$ cat config.mk
export PLATFORM = sky130hd
export DESIGN_NAME = ball_engine_flat
export DESIGN_NICKNAME = d
export VERILOG_FILES = /design/src/rtl/ball_engine_pkg.sv /design/src/rtl/ball_engine_if.sv /design/src/rtl/ball_engine_bounce_axis.sv /design/src/rtl/ball_engine.sv /design/src/flat_wrapper.sv
export SDC_FILE = /design/constraint.sdc
export NUM_CORES = 1
export LEC_CHECK = 0
export BUFFER_PORTS_ARGS = -buffer_cell sky130_fd_sc_hd__buf_2
export CORE_MARGIN = 2
export CORE_UTILIZATION = 55
export CTS_BUF_LIST = sky130_fd_sc_hd__clkbuf_8
export CTS_CLUSTER_DIAMETER = 100
export DETAILED_ROUTE_END_ITERATION = 6
export PLACE_DENSITY = 0.83
export SYNTH_ARGS = -nofsm -noshare
export SYNTH_HDL_FRONTEND = slang
export SYNTH_SLANG_ARGS = --single-unit
$ cat constraint.sdc
create_clock -name mclk -period 5.55 [get_ports mclk]
set_clock_uncertainty 0.05 [all_clocks]
set_input_delay 0.2775 -clock mclk [delete_from_list [all_inputs] [get_ports mclk]]
set_output_delay 0.2775 -clock mclk [all_outputs]
set_load 0.02 [all_outputs]
$ cat src/rtl/ball_engine_pkg.sv
// Shared pong constants, coordinate types and FSM encoding for the ball engine
// and the graphics offset stage.
package ball_engine_pkg;

    localparam int unsigned POS_BITS = 10;

    // Field coordinates, and the one-bit-wider form used for every add/subtract.
    typedef logic [POS_BITS-1:0] pos_t;
    typedef logic [POS_BITS:0]   ext_t;

    localparam ext_t FIELD_W = ext_t'(620);
    localparam ext_t FIELD_H = ext_t'(360);
    localparam ext_t BALL_R  = ext_t'(8);
    localparam ext_t BAR1_X  = ext_t'(20);
    localparam ext_t BAR2_X  = ext_t'(600);
    localparam ext_t BAR_HW  = ext_t'(5);
    localparam ext_t BAR_HH  = ext_t'(30);
    localparam ext_t SPEED_X = ext_t'(2);
    localparam ext_t SPEED_Y = ext_t'(1);

    // Serve position.
    localparam pos_t CENTRE_X = pos_t'(FIELD_W >> 1);
    localparam pos_t CENTRE_Y = pos_t'(FIELD_H >> 1);

    localparam int unsigned SERVE_TICKS = 60;
    localparam int unsigned CNT_BITS    = $clog2(SERVE_TICKS);
    typedef logic [CNT_BITS-1:0] cnt_t;
    localparam cnt_t SERVE_LAST = cnt_t'(SERVE_TICKS - 1);

    typedef enum logic [1:0] {
        StServe = 2'd0,
        StMove  = 2'd1,
        StGoal  = 2'd2
    } state_e;

    // |a-b| by compare-then-subtract so the difference never wraps.
    function automatic ext_t abs_diff(input ext_t a, input ext_t b);
        return (a >= b) ? (a - b) : (b - a);
    endfunction

endpackage

$ cat src/rtl/ball_engine_if.sv
// Game-side signals of the ball engine: step enable, serve control, paddle
// positions in; ball position and score pulses out.
interface ball_engine_if;
    import ball_engine_pkg::*;

    logic tick;
    logic serve_en;
    pos_t bar_1_y;
    pos_t bar_2_y;
    pos_t x_ball;
    pos_t y_ball;
    logic point1;
    logic point2;

    modport master (
        output tick, serve_en, bar_1_y, bar_2_y,
        input  x_ball, y_ball, point1, point2
    );

    modport slave (
        input  tick, serve_en, bar_1_y, bar_2_y,
        output x_ball, y_ball, point1, point2
    );

endinterface

$ cat src/rtl/ball_engine_bounce_axis.sv
// One-dimensional position/direction register: steps on demand and clamps
// against [Min, Max], reversing direction at either limit.
module ball_engine_bounce_axis import ball_engine_pkg::*; #(
    parameter ext_t Min     = ext_t'(0),
    parameter ext_t Max     = ext_t'(1),
    parameter ext_t Step    = ext_t'(1),
    parameter pos_t Init    = pos_t'(0),
    parameter logic InitDir = 1'b1
) (
    input  logic clk_i,
    input  logic reset_i,
    input  logic step_i,
    input  logic load_i,
    output pos_t pos_o
);

    pos_t pos_q, pos_d;
    logic dir_q, dir_d;
    ext_t np;

    // Next position: step in the current direction, clamp and reflect at a limit.
    always_comb begin
        pos_d = pos_q;
        dir_d = dir_q;
        np    = dir_q ? ({1'b0, pos_q} + Step) : ({1'b0, pos_q} - Step);
        if (load_i) begin
            // Re-centre keeps the direction of travel.
            pos_d = Init;
        end else if (step_i) begin
            if (np >= Max) begin
                pos_d = pos_t'(Max);
                dir_d = 1'b0;
            end else if (np <= Min) begin
                pos_d = pos_t'(Min);
                dir_d = 1'b1;
            end else begin
                pos_d = pos_t'(np);
            end
        end
    end

    // Axis state register with synchronous reset.
    always_ff @(posedge clk_i) begin
        if (reset_i) begin
            pos_q <= Init;
            dir_q <= InitDir;
        end else begin
            pos_q <= pos_d;
            dir_q <= dir_d;
        end
    end

    assign pos_o = pos_q;

endmodule

$ cat src/rtl/ball_engine.sv
// Pong ball physics: serve delay, wall and paddle bounces, goal detection and
// one-cycle score pulses. Advances only on the game-step tick.
module ball_engine (
    input  logic          mclk,
    input  logic          reset,
    ball_engine_if.slave  bus_io
);
    import ball_engine_pkg::*;

    localparam ext_t X_MIN     = BALL_R;
    localparam ext_t X_MAX     = FIELD_W - BALL_R;
    localparam ext_t Y_MAX     = FIELD_H - BALL_R;
    localparam ext_t PAD1_FACE = BAR1_X + BAR_HW;
    localparam ext_t PAD2_FACE = BAR2_X - BAR_HW;
    localparam ext_t HIT_RANGE = BAR_HH + BALL_R;
    localparam pos_t PAD1_STOP = pos_t'(PAD1_FACE + BALL_R);
    localparam pos_t PAD2_STOP = pos_t'(PAD2_FACE - BALL_R);

    state_e state_q, state_d;
    pos_t   x_q, x_d;
    logic   dir_x_q, dir_x_d;
    cnt_t   cnt_q, cnt_d;
    logic   point1_q, point1_d;
    logic   point2_q, point2_d;

    pos_t   y_pos;
    ext_t   x_ext, y_ext, nx;
    logic   hit1, hit2, goal;

    // Vertical motion lives in the shared bounce register.
    ball_engine_bounce_axis #(
        .Min     (BALL_R),
        .Max     (Y_MAX),
        .Step    (SPEED_Y),
        .Init    (CENTRE_Y),
        .InitDir (1'b1)
    ) u_y_axis (
        .clk_i   (mclk),
        .reset_i (reset),
        .step_i  (bus_io.tick && (state_q == StMove)),
        .load_i  (state_q == StGoal),
        .pos_o   (y_pos)
    );

    // Paddle crossing, hit and goal decisions for the current step.
    always_comb begin
        x_ext = {1'b0, x_q};
        y_ext = {1'b0, y_pos};
        nx    = dir_x_q ? (x_ext + SPEED_X) : (x_ext - SPEED_X);
        hit2  = dir_x_q && (x_ext + BALL_R < PAD2_FACE) && (nx + BALL_R >= PAD2_FACE) &&
                (abs_diff(y_ext, {1'b0, bus_io.bar_2_y}) <= HIT_RANGE);
        // Left-side test with BALL_R moved across so a small nx cannot wrap.
        hit1  = !dir_x_q && (x_ext > PAD1_FACE + BALL_R) && (nx <= PAD1_FACE + BALL_R) &&
                (abs_diff(y_ext, {1'b0, bus_io.bar_1_y}) <= HIT_RANGE);
        goal  = dir_x_q ? (nx >= X_MAX) : (nx <= X_MIN);
    end

    // FSM next state: serve countdown, horizontal motion, goal scoring.
    always_comb begin
        state_d  = state_q;
        x_d      = x_q;
        dir_x_d  = dir_x_q;
        cnt_d    = cnt_q;
        point1_d = 1'b0;
        point2_d = 1'b0;
        unique case (state_q)
            StServe: begin
                if (bus_io.tick) begin
                    if (!bus_io.serve_en) begin
                        cnt_d = '0;
                    end else if (cnt_q == SERVE_LAST) begin
                        cnt_d   = '0;
                        state_d = StMove;
                    end else begin
                        cnt_d = cnt_q + cnt_t'(1);
                    end
                end
            end
            StMove: begin
                if (bus_io.tick) begin
                    if (hit2) begin
                        x_d     = PAD2_STOP;
                        dir_x_d = 1'b0;
                    end else if (hit1) begin
                        x_d     = PAD1_STOP;
                        dir_x_d = 1'b1;
                    end else if (goal) begin
                        state_d = StGoal;
                    end else begin
                        x_d = pos_t'(nx);
                    end
                end
            end
            StGoal: begin
                // dir_x still points at the goal just entered, i.e. at the conceding player.
                point1_d = dir_x_q;
                point2_d = !dir_x_q;
                x_d      = CENTRE_X;
                cnt_d    = '0;
                state_d  = StServe;
            end
            default: state_d = StServe;
        endcase
    end

    // Registered FSM state and outputs; reset overrides any tick.
    always_ff @(posedge mclk) begin
        if (reset) begin
            state_q  <= StServe;
            x_q      <= CENTRE_X;
            dir_x_q  <= 1'b1;
            cnt_q    <= '0;
            point1_q <= 1'b0;
            point2_q <= 1'b0;
        end else begin
            state_q  <= state_d;
            x_q      <= x_d;
            dir_x_q  <= dir_x_d;
            cnt_q    <= cnt_d;
            point1_q <= point1_d;
            point2_q <= point2_d;
        end
    end

    assign bus_io.x_ball = x_q;
    assign bus_io.y_ball = y_pos;
    assign bus_io.point1 = point1_q;
    assign bus_io.point2 = point2_q;

endmodule
$ cat src/flat_wrapper.sv
// flat-port wrapper written by rule: the top's interface ports become plain ports
module ball_engine_flat import ball_engine_pkg::*;
  (mclk, reset, bus_io_tick, bus_io_serve_en, bus_io_bar_1_y, bus_io_bar_2_y, bus_io_x_ball, bus_io_y_ball, bus_io_point1, bus_io_point2);
  ball_engine_if bus_io_i ();
  input  logic mclk;
  input  logic reset;
  input wire logic [$bits(bus_io_i.tick)-1:0] bus_io_tick;
  input wire logic [$bits(bus_io_i.serve_en)-1:0] bus_io_serve_en;
  input wire logic [$bits(bus_io_i.bar_1_y)-1:0] bus_io_bar_1_y;
  input wire logic [$bits(bus_io_i.bar_2_y)-1:0] bus_io_bar_2_y;
  output wire logic [$bits(bus_io_i.x_ball)-1:0] bus_io_x_ball;
  output wire logic [$bits(bus_io_i.y_ball)-1:0] bus_io_y_ball;
  output wire logic [$bits(bus_io_i.point1)-1:0] bus_io_point1;
  output wire logic [$bits(bus_io_i.point2)-1:0] bus_io_point2;
  assign bus_io_i.tick = bus_io_tick;
  assign bus_io_i.serve_en = bus_io_serve_en;
  assign bus_io_i.bar_1_y = bus_io_bar_1_y;
  assign bus_io_i.bar_2_y = bus_io_bar_2_y;
  assign bus_io_x_ball = bus_io_i.x_ball;
  assign bus_io_y_ball = bus_io_i.y_ball;
  assign bus_io_point1 = bus_io_i.point1;
  assign bus_io_point2 = bus_io_i.point2;
  ball_engine u_core (.mclk(mclk), .reset(reset), .bus_io(bus_io_i));
endmodule
---- After elaboration in Yosys (flattened, before gate mapping) ----
Index checks and enable logic that the tools add are counted.
Widths: inputs -> output; s select.
word-level totals
  register bits after elaboration ......... 32
  input bits .............................. 24
  output and inout bits ................... 22
  word-level logic and storage cells ...... 91
operators by class
  add/subtract/negate cells ............... 11
  $lt $le $gt $ge ......................... 12
  equality and inequality tests ........... 11
  multiplexer cells ....................... 28
  bitwise operators ....................... 1
  reduce and logical (&&, ||, !) cells .... 20
operator list
  cell                   number
  $mux 10                6
  $mux 11                4
  $sub 10x10->11         4
  $le 11x6->1 const B    3
  $ge 11x10->1 const B   2
  $le 11x4->1 const B    2
  $ge 10x10->1           2
  $pmux 10 s2            1
  $mux 6                 3
  $mux 2                 7
  $pmux 6 s2             1
  $add 10x1->11 const B  1
  $add 10x2->11 const B  1
  $add 10x4->11 const B  1
  $add 11x4->11 const B  1
  $ge 11x9->1 const B    1
  $lt 11x10->1 const B   1
  $sub 10x1->11 const B  1
  $sub 10x2->11 const B  1
  $gt 10x6->1 const B    1
  $ne 2x2->1 const B     5
  $reduce_and 3->1       3
  $reduce_bool 2->1      4
  $logic_and 1x1->1      7
  14 further kinds       20

---- Longest topological paths before layout ----
  depth after elaboration ................. 9
  gate-level depth with buffers ........... 16
  depth with buffers taken out ............ 15

---- By module ----
Synthesis repeated with hierarchy kept, for this count alone.
unflattened totals
  cells, all modules ...................... 634
  area, all modules ....................... 5205.0 um2
by module, submodules not included
  module                   instances  cells each  area each (um2)
  ball_engine              1          508         4092.7
  ball_engine_bounce_axis  1          126         1112.3

---- Worst setup path after synthesis ----
Ideal clock, no wire load.
  path type ............................... register to register
  from .................................... register u_core.dir_x_q
  to ...................................... register u_core.x_q[5], in the netlist u_core.bus_io.x_ball[5]
  library setup time ...................... 0.121 ns
  arrival time ............................ 3.880 ns
  setup slack ............................. 1.499 ns
  stages on the path, launching flop included .. 15
  path buffers ............................ 2
  period minus slack after synthesis ...... 4.051 ns
  cell sequence ........................... dfxtp_1 clkinv_1 ha_1 buf_6 a21o_1 or4_1 mux2i_1 o21ai_1 or4b_1 nand4b_4 nor3_4 nand3_4 a41o_1 buf_6 mux2_4
on the way
  cells in the longest elaborated chain, start to end .. 8
  elaborated cells on any way between the ends .. 21
  those cells by class .................... add/sub (1); order compare (4); eq/ne (1); mux (7); reduce/logical (8)
ends and longest elaborated chain
  item                                                      RTL line                              source
  start: declaration                                        ball_engine.sv:21                     logic dir_x_q, dir_x_d;
  start signal: assignment                                  ball_engine.sv:118                    dir_x_q <= dir_x_d;
  $mux 11 / $logic_not 1->1 (equally long branches)         ball_engine.sv:49, ball_engine.sv:53
  $add 11x4->11 (tied with other cells)                     ball_engine.sv:50                     hit2 = dir_x_q && (x_ext + BALL_R < PAD2_FACE) && (nx + BALL_R >= PAD2_FACE) &&
  $ge 11x10->1 / $logic_and 1x1->1 (equally long branches)  ball_engine.sv:50, ball_engine.sv:53
  $logic_and 1x1->1 (on tied branches)                      ball_engine.sv:50, ball_engine.sv:53
  $logic_and 1x1->1 / $mux 10 (equally long branches)       ball_engine.sv:50, ball_engine.sv:84
  $mux 10                                                   ball_engine.sv:81                     if (hit2) begin
  $mux 10                                                   ball_engine.sv:80                     if (bus_io.tick) begin
  $pmux 10 s2                                               ball_engine.sv:66                     unique case (state_q)
  end signal: assignment                                    ball_engine.sv:110                    x_q <= CENTRE_X;
  end signal: assignment                                    ball_engine.sv:117                    x_q <= x_d;
  end: declaration                                          ball_engine.sv:20                     pos_t x_q, x_d;
Parallel ways exist; a longest one is shown, timed or not. The select of a mux whose other input is x is not followed.
A chain may end at the register's enable or synchronous reset.

---- Final worst setup path ----
  from .................................... register u_core.u_y_axis.pos_q[1], in the netlist u_core.u_y_axis.pos_o[1]
  to ...................................... register u_core.x_q[5], in the netlist u_core.bus_io.x_ball[5]
on the way
  cells in the longest elaborated chain, start to end .. 8
  elaborated cells on any way between the ends .. 18
  those cells by class .................... add/sub (4); order compare (4); eq/ne (1); mux (6); reduce/logical (3)
ends and longest elaborated chain
  item                                                   RTL line                       source
  start: declaration                                     ball_engine_bounce_axis.sv:17  pos_t pos_q, pos_d;
  start signal: assignment                               ball_engine_bounce_axis.sv:45  pos_q <= Init;
  start signal: assignment                               ball_engine_bounce_axis.sv:48  pos_q <= pos_d;
  $sub 10x10->11 / $ge 10x10->1 (equally long branches)  ball_engine_pkg.sv:38          return (a >= b) ? (a - b) : (b - a);
  $mux 11                                                ball_engine_pkg.sv:38
  $le 11x6->1                                            ball_engine.sv:54              (abs_diff(y_ext, {1'b0, bus_io.bar_1_y}) <= HIT_RANGE);
  $logic_and 1x1->1                                      ball_engine.sv:53              hit1 = !dir_x_q && (x_ext > PAD1_FACE + BALL_R) && (nx <= PAD1_FACE + BALL_R) &&
  $mux 10                                                ball_engine.sv:84              end else if (hit1) begin
  $mux 10                                                ball_engine.sv:81
  $mux 10                                                ball_engine.sv:80
  $pmux 10 s2                                            ball_engine.sv:66
Parallel ways exist; a longest one is shown, timed or not. The select of a mux whose other input is x is not followed.

==> flow_summary.html <==
<table>
<tr><th>Metric</th><th>Value</th></tr>
<tr><th colspan="2">Die</th></tr>
<tr><td>Die Outline Area</td><td>9370 sq um</td></tr>
<tr><td>Die boundary height</td><td>96.8 microns</td></tr>
<tr><td>Initial core utilization</td><td>0.571</td></tr>
<tr><td>Core region area</td><td>8300 sq um</td></tr>
<tr><td>Number of primary I/O pins</td><td>46</td></tr>
<tr><td>Width of the die</td><td>96.8 microns</td></tr>
<tr><td>Number of standard-cell rows in the floorplan</td><td>33</td></tr>
<tr><th colspan="2">Route</th></tr>
<tr><td>Post-detailed-route count of antenna-violating nets</td><td>0</td></tr>
<tr><td>Routed length per placed instance</td><td>roughly 18 microns</td></tr>
<tr><td>Routed via count divided by cell count</td><td>6.39</td></tr>
<tr><td>Met1 wire length</td><td>5880 microns</td></tr>
<tr><td>First drt pass iteration count</td><td>6</td></tr>
<tr><td>Top sig layer</td><td>met4</td></tr>
<tr><td>Vias post-DR</td><td>4773</td></tr>
<tr><td>Met2 routed wirelength</td><td>5970 microns</td></tr>
<tr><td>Violation count after the first detailed-route iteration</td><td>370</td></tr>
<tr><td>Met3 routed wirelength</td><td>1000 microns</td></tr>
<tr><td>Drt total wl</td><td>around 13000 microns</td></tr>
<tr><td>Number of remaining DRC errors</td><td>0</td></tr>
<tr><th colspan="2">Power and ir drop</th></tr>
<tr><td>Leakage component of the power</td><td>around 2.5 nW</td></tr>
<tr><td>Power density cells</td><td>297 nW/um^2</td></tr>
<tr><td>Total chip power</td><td>roughly 1.5 mW</td></tr>
<tr><td>IR drop worst, VDD</td><td>~0.19 mV</td></tr>
<tr><th colspan="2">GRT</th></tr>
<tr><td>Pin count of the biggest net entering global routing</td><td>16</td></tr>
<tr><td>All-layer global routing usage</td><td>0.277</td></tr>
<tr><td>Initial antenna violation count</td><td>0</td></tr>
<tr><td>Via count of the first global-routing pass</td><td>4410</td></tr>
<tr><td>GRT overflow</td><td>0</td></tr>
<tr><td>Global-route wire length before repair</td><td>21600 microns</td></tr>
<tr><th colspan="2">Finish</th></tr>
<tr><td>Footprint of the flip-flops and latches</td><td>641 sq um</td></tr>
<tr><td>Area used by multi-input combinational logic</td><td>3770 sq um</td></tr>
<tr><td>Post-layout net count</td><td>741</td></tr>
<tr><td>Area added between synthesis and finish</td><td>7.37%</td></tr>
<tr><td>Fraction of layout cells with a size suffix above 1</td><td>0.115</td></tr>
<tr><td>Antenna diode count</td><td>0</td></tr>
<tr><td>Fraction of the core area covered by cells at the end of the flow</td><td>0.613</td></tr>
<tr><td>Post-Layout Cell Count</td><td>roughly 750</td></tr>
<tr><td>Filler cells</td><td>around 730</td></tr>
<tr><th colspan="2">Placement</th></tr>
<tr><td>Cell Count Post-Placement</td><td>739</td></tr>
<tr><td>Hpwl dp</td><td>10500 microns</td></tr>
<tr><td>Final estimated routing congestion in global placement</td><td>~1.1</td></tr>
<tr><td>Setup WS pre-CTS</td><td>991 ps</td></tr>
<tr><td>Port-buffer cells</td><td>45</td></tr>
<tr><th colspan="2">Clock network</th></tr>
<tr><td>TritonCTS clock tree</td><td>yes</td></tr>
<tr><td>Post-CTS setup buffer count</td><td>0</td></tr>
<tr><td>CTS H-tree lvls</td><td>2</td></tr>
<tr><td>Num CTS Buffers</td><td>5</td></tr>
<tr><td>Clock slew seen by the registers of the worst setup and hold paths</td><td>80 ps</td></tr>
<tr><td>Library cell used as clock root buffer</td><td>sky130_fd_sc_hd__clkbuf_8</td></tr>
<tr><td>Cts-stage hold buffer count</td><td>0</td></tr>
<tr><td>Resized Gates After CTS</td><td>0</td></tr>
<tr><td>Clock Tree Buf Depth</td><td>2</td></tr>
<tr><td>Clk sinks</td><td>32</td></tr>
<tr><td>Skew-Pair Late Insertion Delay</td><td>300 ps</td></tr>
<tr><th colspan="2">Timing</th></tr>
<tr><td>Setup total negative slack</td><td>0 ps</td></tr>
<tr><td>Post-route fraction of the period consumed by the critical path</td><td>0.850</td></tr>
<tr><td>Final number of hold-violating endpoints</td><td>0</td></tr>
<tr><td>Unrepaired setup endpoints after global routing</td><td>false</td></tr>
<tr><td>Fin worst setup slack</td><td>835 ps</td></tr>
<tr><td>Clock period minus worst slack</td><td>between 4000 and 5000 ps</td></tr>
<tr><td>Worst Max-Slew Pin Slew</td><td>928 ps</td></tr>
<tr><td>Highest clock rate</td><td>around 210 MHz</td></tr>
<tr><td>Slew HR</td><td>0.379</td></tr>
<tr><td>Number of setup violations in the final report</td><td>0</td></tr>
<tr><td>Max-slew violation total from the final report</td><td>0</td></tr>
<tr><th colspan="2">Min path</th></tr>
<tr><td>Type of the tightest min-delay check</td><td>in -&gt; reg</td></tr>
<tr><td>Worst-case hold path end point</td><td>u_core.cnt_q[1]</td></tr>
<tr><td>Worst Min Path Start</td><td>bus_io_serve_en</td></tr>
<tr><td>Cell count of the worst hold path</td><td>3</td></tr>
<tr><th colspan="2">Worst setup path</th></tr>
<tr><td>CP required</td><td>5690 ps</td></tr>
<tr><td>Capture instance of the worst register-to-register path</td><td>u_core.bus_io.x_ball[5]</td></tr>
<tr><td>Reg2reg path depth</td><td>12</td></tr>
<tr><td>Signal arrival time at the worst endpoint</td><td>4850 ps</td></tr>
<tr><td>R2R setup slack</td><td>830 ps</td></tr>
<tr><td>Category of the most critical setup path</td><td>reg -&gt; reg</td></tr>
<tr><td>Critical path fanouts, max</td><td>11</td></tr>
<tr><td>Element type at the critical path start</td><td>register</td></tr>
<tr><td>Element type at the critical path end</td><td>register</td></tr>
<tr><td>Origin of the critical flop-to-flop path</td><td>u_core.u_y_axis.pos_o[1]</td></tr>
<tr><th colspan="2">Synth</th></tr>
<tr><td>Ys flop type</td><td>sky130_fd_sc_hd__dfxtp_1</td></tr>
<tr><td>Total standard cell area after synthesis</td><td>4740 sq um</td></tr>
<tr><td>Leading cell types by total area after synthesis</td><td>sky130_fd_sc_hd__ha_1 18%, sky130_fd_sc_hd__dfxtp_1 14%, sky130_fd_sc_hd__inv_1 4.4%</td></tr>
<tr><td>Async set-or-reset flop fraction in the synthesized netlist</td><td>0</td></tr>
<tr><td>Flip-flop and latch count after synthesis</td><td>32</td></tr>
<tr><td>Register area share after synthesis</td><td>0.135</td></tr>
<tr><td>Post-synthesis average cell area</td><td>7.79 sq um</td></tr>
<tr><td>Proportion of netlist area held by the largest area contributor</td><td>0.185</td></tr>
<tr><td>Syn. warnings</td><td>0</td></tr>
<tr><td>Net Count, Synth</td><td>708</td></tr>
<tr><td>Top cell types by occurrence after synthesis</td><td>70 x sky130_fd_sc_hd__ha_1, 55 x sky130_fd_sc_hd__inv_1, 48 x sky130_fd_sc_hd__nand2_1, 40 x sky130_fd_sc_hd__nor2_1, 39 x sky130_fd_sc_hd__a21oi_1</td></tr>
<tr><td>Most common cell in the synthesized netlist</td><td>sky130_fd_sc_hd__ha_1</td></tr>
<tr><td>Cell type with the largest total area after synthesis</td><td>sky130_fd_sc_hd__ha_1</td></tr>
<tr><td>Cells after Synth</td><td>608</td></tr>
<tr><td>Number of synthesized flops with an enable pin</td><td>0</td></tr>
<tr><td>Number of distinct library cells after synthesis</td><td>77</td></tr>
<tr><th colspan="2">Run</th></tr>
<tr><td>Max-cap violations</td><td>0</td></tr>
<tr><th colspan="2">Outcome</th></tr>
<tr><td>Run status</td><td>completed</td></tr>
</table>
## cell type report
class / instances / share of cell area
multi-input combinational: 499 / 0.742
clock inverter: 3 / 0.00369
tap: 105 / 0.0258
clock buffer: 5 / 0.0135
timing repair buffer: 47 / 0.0472
sequential: 32 / 0.126
inverter: 56 / 0.0413
## report_power, final
part           internal [mW]  switching, mW
Combinational          0.386          0.622
Sequential             0.258         0.0521
Clock                 0.0875          0.102
Total                  0.732          0.776
## stage by stage
stage / cell area, sq um / hold WS, ps
2_1_floorplan: 4740 / 360
3_3_place_gp: 5000 / 374
3_5_place_dp: 5000 / 377
4_1_cts: 5080 / 254
5_1_grt: 5080 / 268
6_report: 5080 / 257
## logic make-up (layout without fill, tap and decap cells)
kind of cell,after synthesis,count (layout),share of synthesized area
compound gates,195,195,0.283
xor+xnor,35,35,0.0647
fa+ha+maj,76,76,0.210
buf+inv,77,111,0.0676
flops,32,32,0.135
mux,20,20,0.0439
simple gates,173,173,0.195
## metal layers
metal,vias up,GRT usage
met5,-,0
met4,0,0.102
met3,32,0.0434
met2,239,0.437
met1,2204,0.381
li1,2298,-
## flip-flops by register name (all words and copies together) (netlist names)
name                   flops
u_core.u_y_axis.pos_o     10
u_core.u_y_axis.dir_q      1
u_core.bus_io.x_ball      10
u_core.state_q             2
u_core.dir_x_q             1
u_core.cnt_q               6
u_core.bus_io.point2       1
u_core.bus_io.point1       1
## placed cells by master, fill, tap and decap left out, types with 9 or more instances in the layout
cell and count:
sky130_fd_sc_hd__inv_1 55, sky130_fd_sc_hd__a21o_1 24, sky130_fd_sc_hd__nand3_1 12, sky130_fd_sc_hd__a21oi_1 39, sky130_fd_sc_hd__nand2_1 48, sky130_fd_sc_hd__xor2_1 18
sky130_fd_sc_hd__mux2i_1 17, sky130_fd_sc_hd__o21ai_0 35, sky130_fd_sc_hd__nor3_1 11, sky130_fd_sc_hd__nor2_1 40, sky130_fd_sc_hd__buf_2 45, sky130_fd_sc_hd__a31oi_1 12
sky130_fd_sc_hd__o21a_1 12, sky130_fd_sc_hd__dfxtp_1 32, sky130_fd_sc_hd__xnor2_1 17, sky130_fd_sc_hd__and3_1 9, sky130_fd_sc_hd__ha_1 70, sky130_fd_sc_hd__o211ai_1 9
## critical path, stage by stage (launching register included)
cell                      delay (ps)
sky130_fd_sc_hd__dfxtp_1         530
sky130_fd_sc_hd__inv_1           240
sky130_fd_sc_hd__ha_1            380
sky130_fd_sc_hd__nand3_1         110
sky130_fd_sc_hd__and4b_4         220
sky130_fd_sc_hd__a211o_4         350
sky130_fd_sc_hd__nor3_2          640
sky130_fd_sc_hd__mux2i_1         290
sky130_fd_sc_hd__xor2_1           90
sky130_fd_sc_hd__o31ai_1         410
sky130_fd_sc_hd__nand3_1         370
sky130_fd_sc_hd__a41o_1          540
sky130_fd_sc_hd__mux2_4          370
## how the worst max path moves through the flow
stage                              from                 endpoint  slack (ps)  cells after the start
2_1_floorplan            u_core.dir_x_q  u_core.bus_io.x_ball[5]        1500                     14
3_3_place_gp   u_core.u_y_axis.pos_o[1]  u_core.bus_io.x_ball[5]        1080                     12
3_5_place_dp   u_core.u_y_axis.pos_o[1]  u_core.bus_io.x_ball[5]         990                     12
4_1_cts        u_core.u_y_axis.pos_o[1]  u_core.bus_io.x_ball[5]         970                     12
5_1_grt        u_core.u_y_axis.pos_o[1]  u_core.bus_io.x_ball[5]         540                     12
6_report       u_core.u_y_axis.pos_o[1]  u_core.bus_io.x_ball[5]         830                     12
Note: power is estimated with default switching activity, not from simulation.
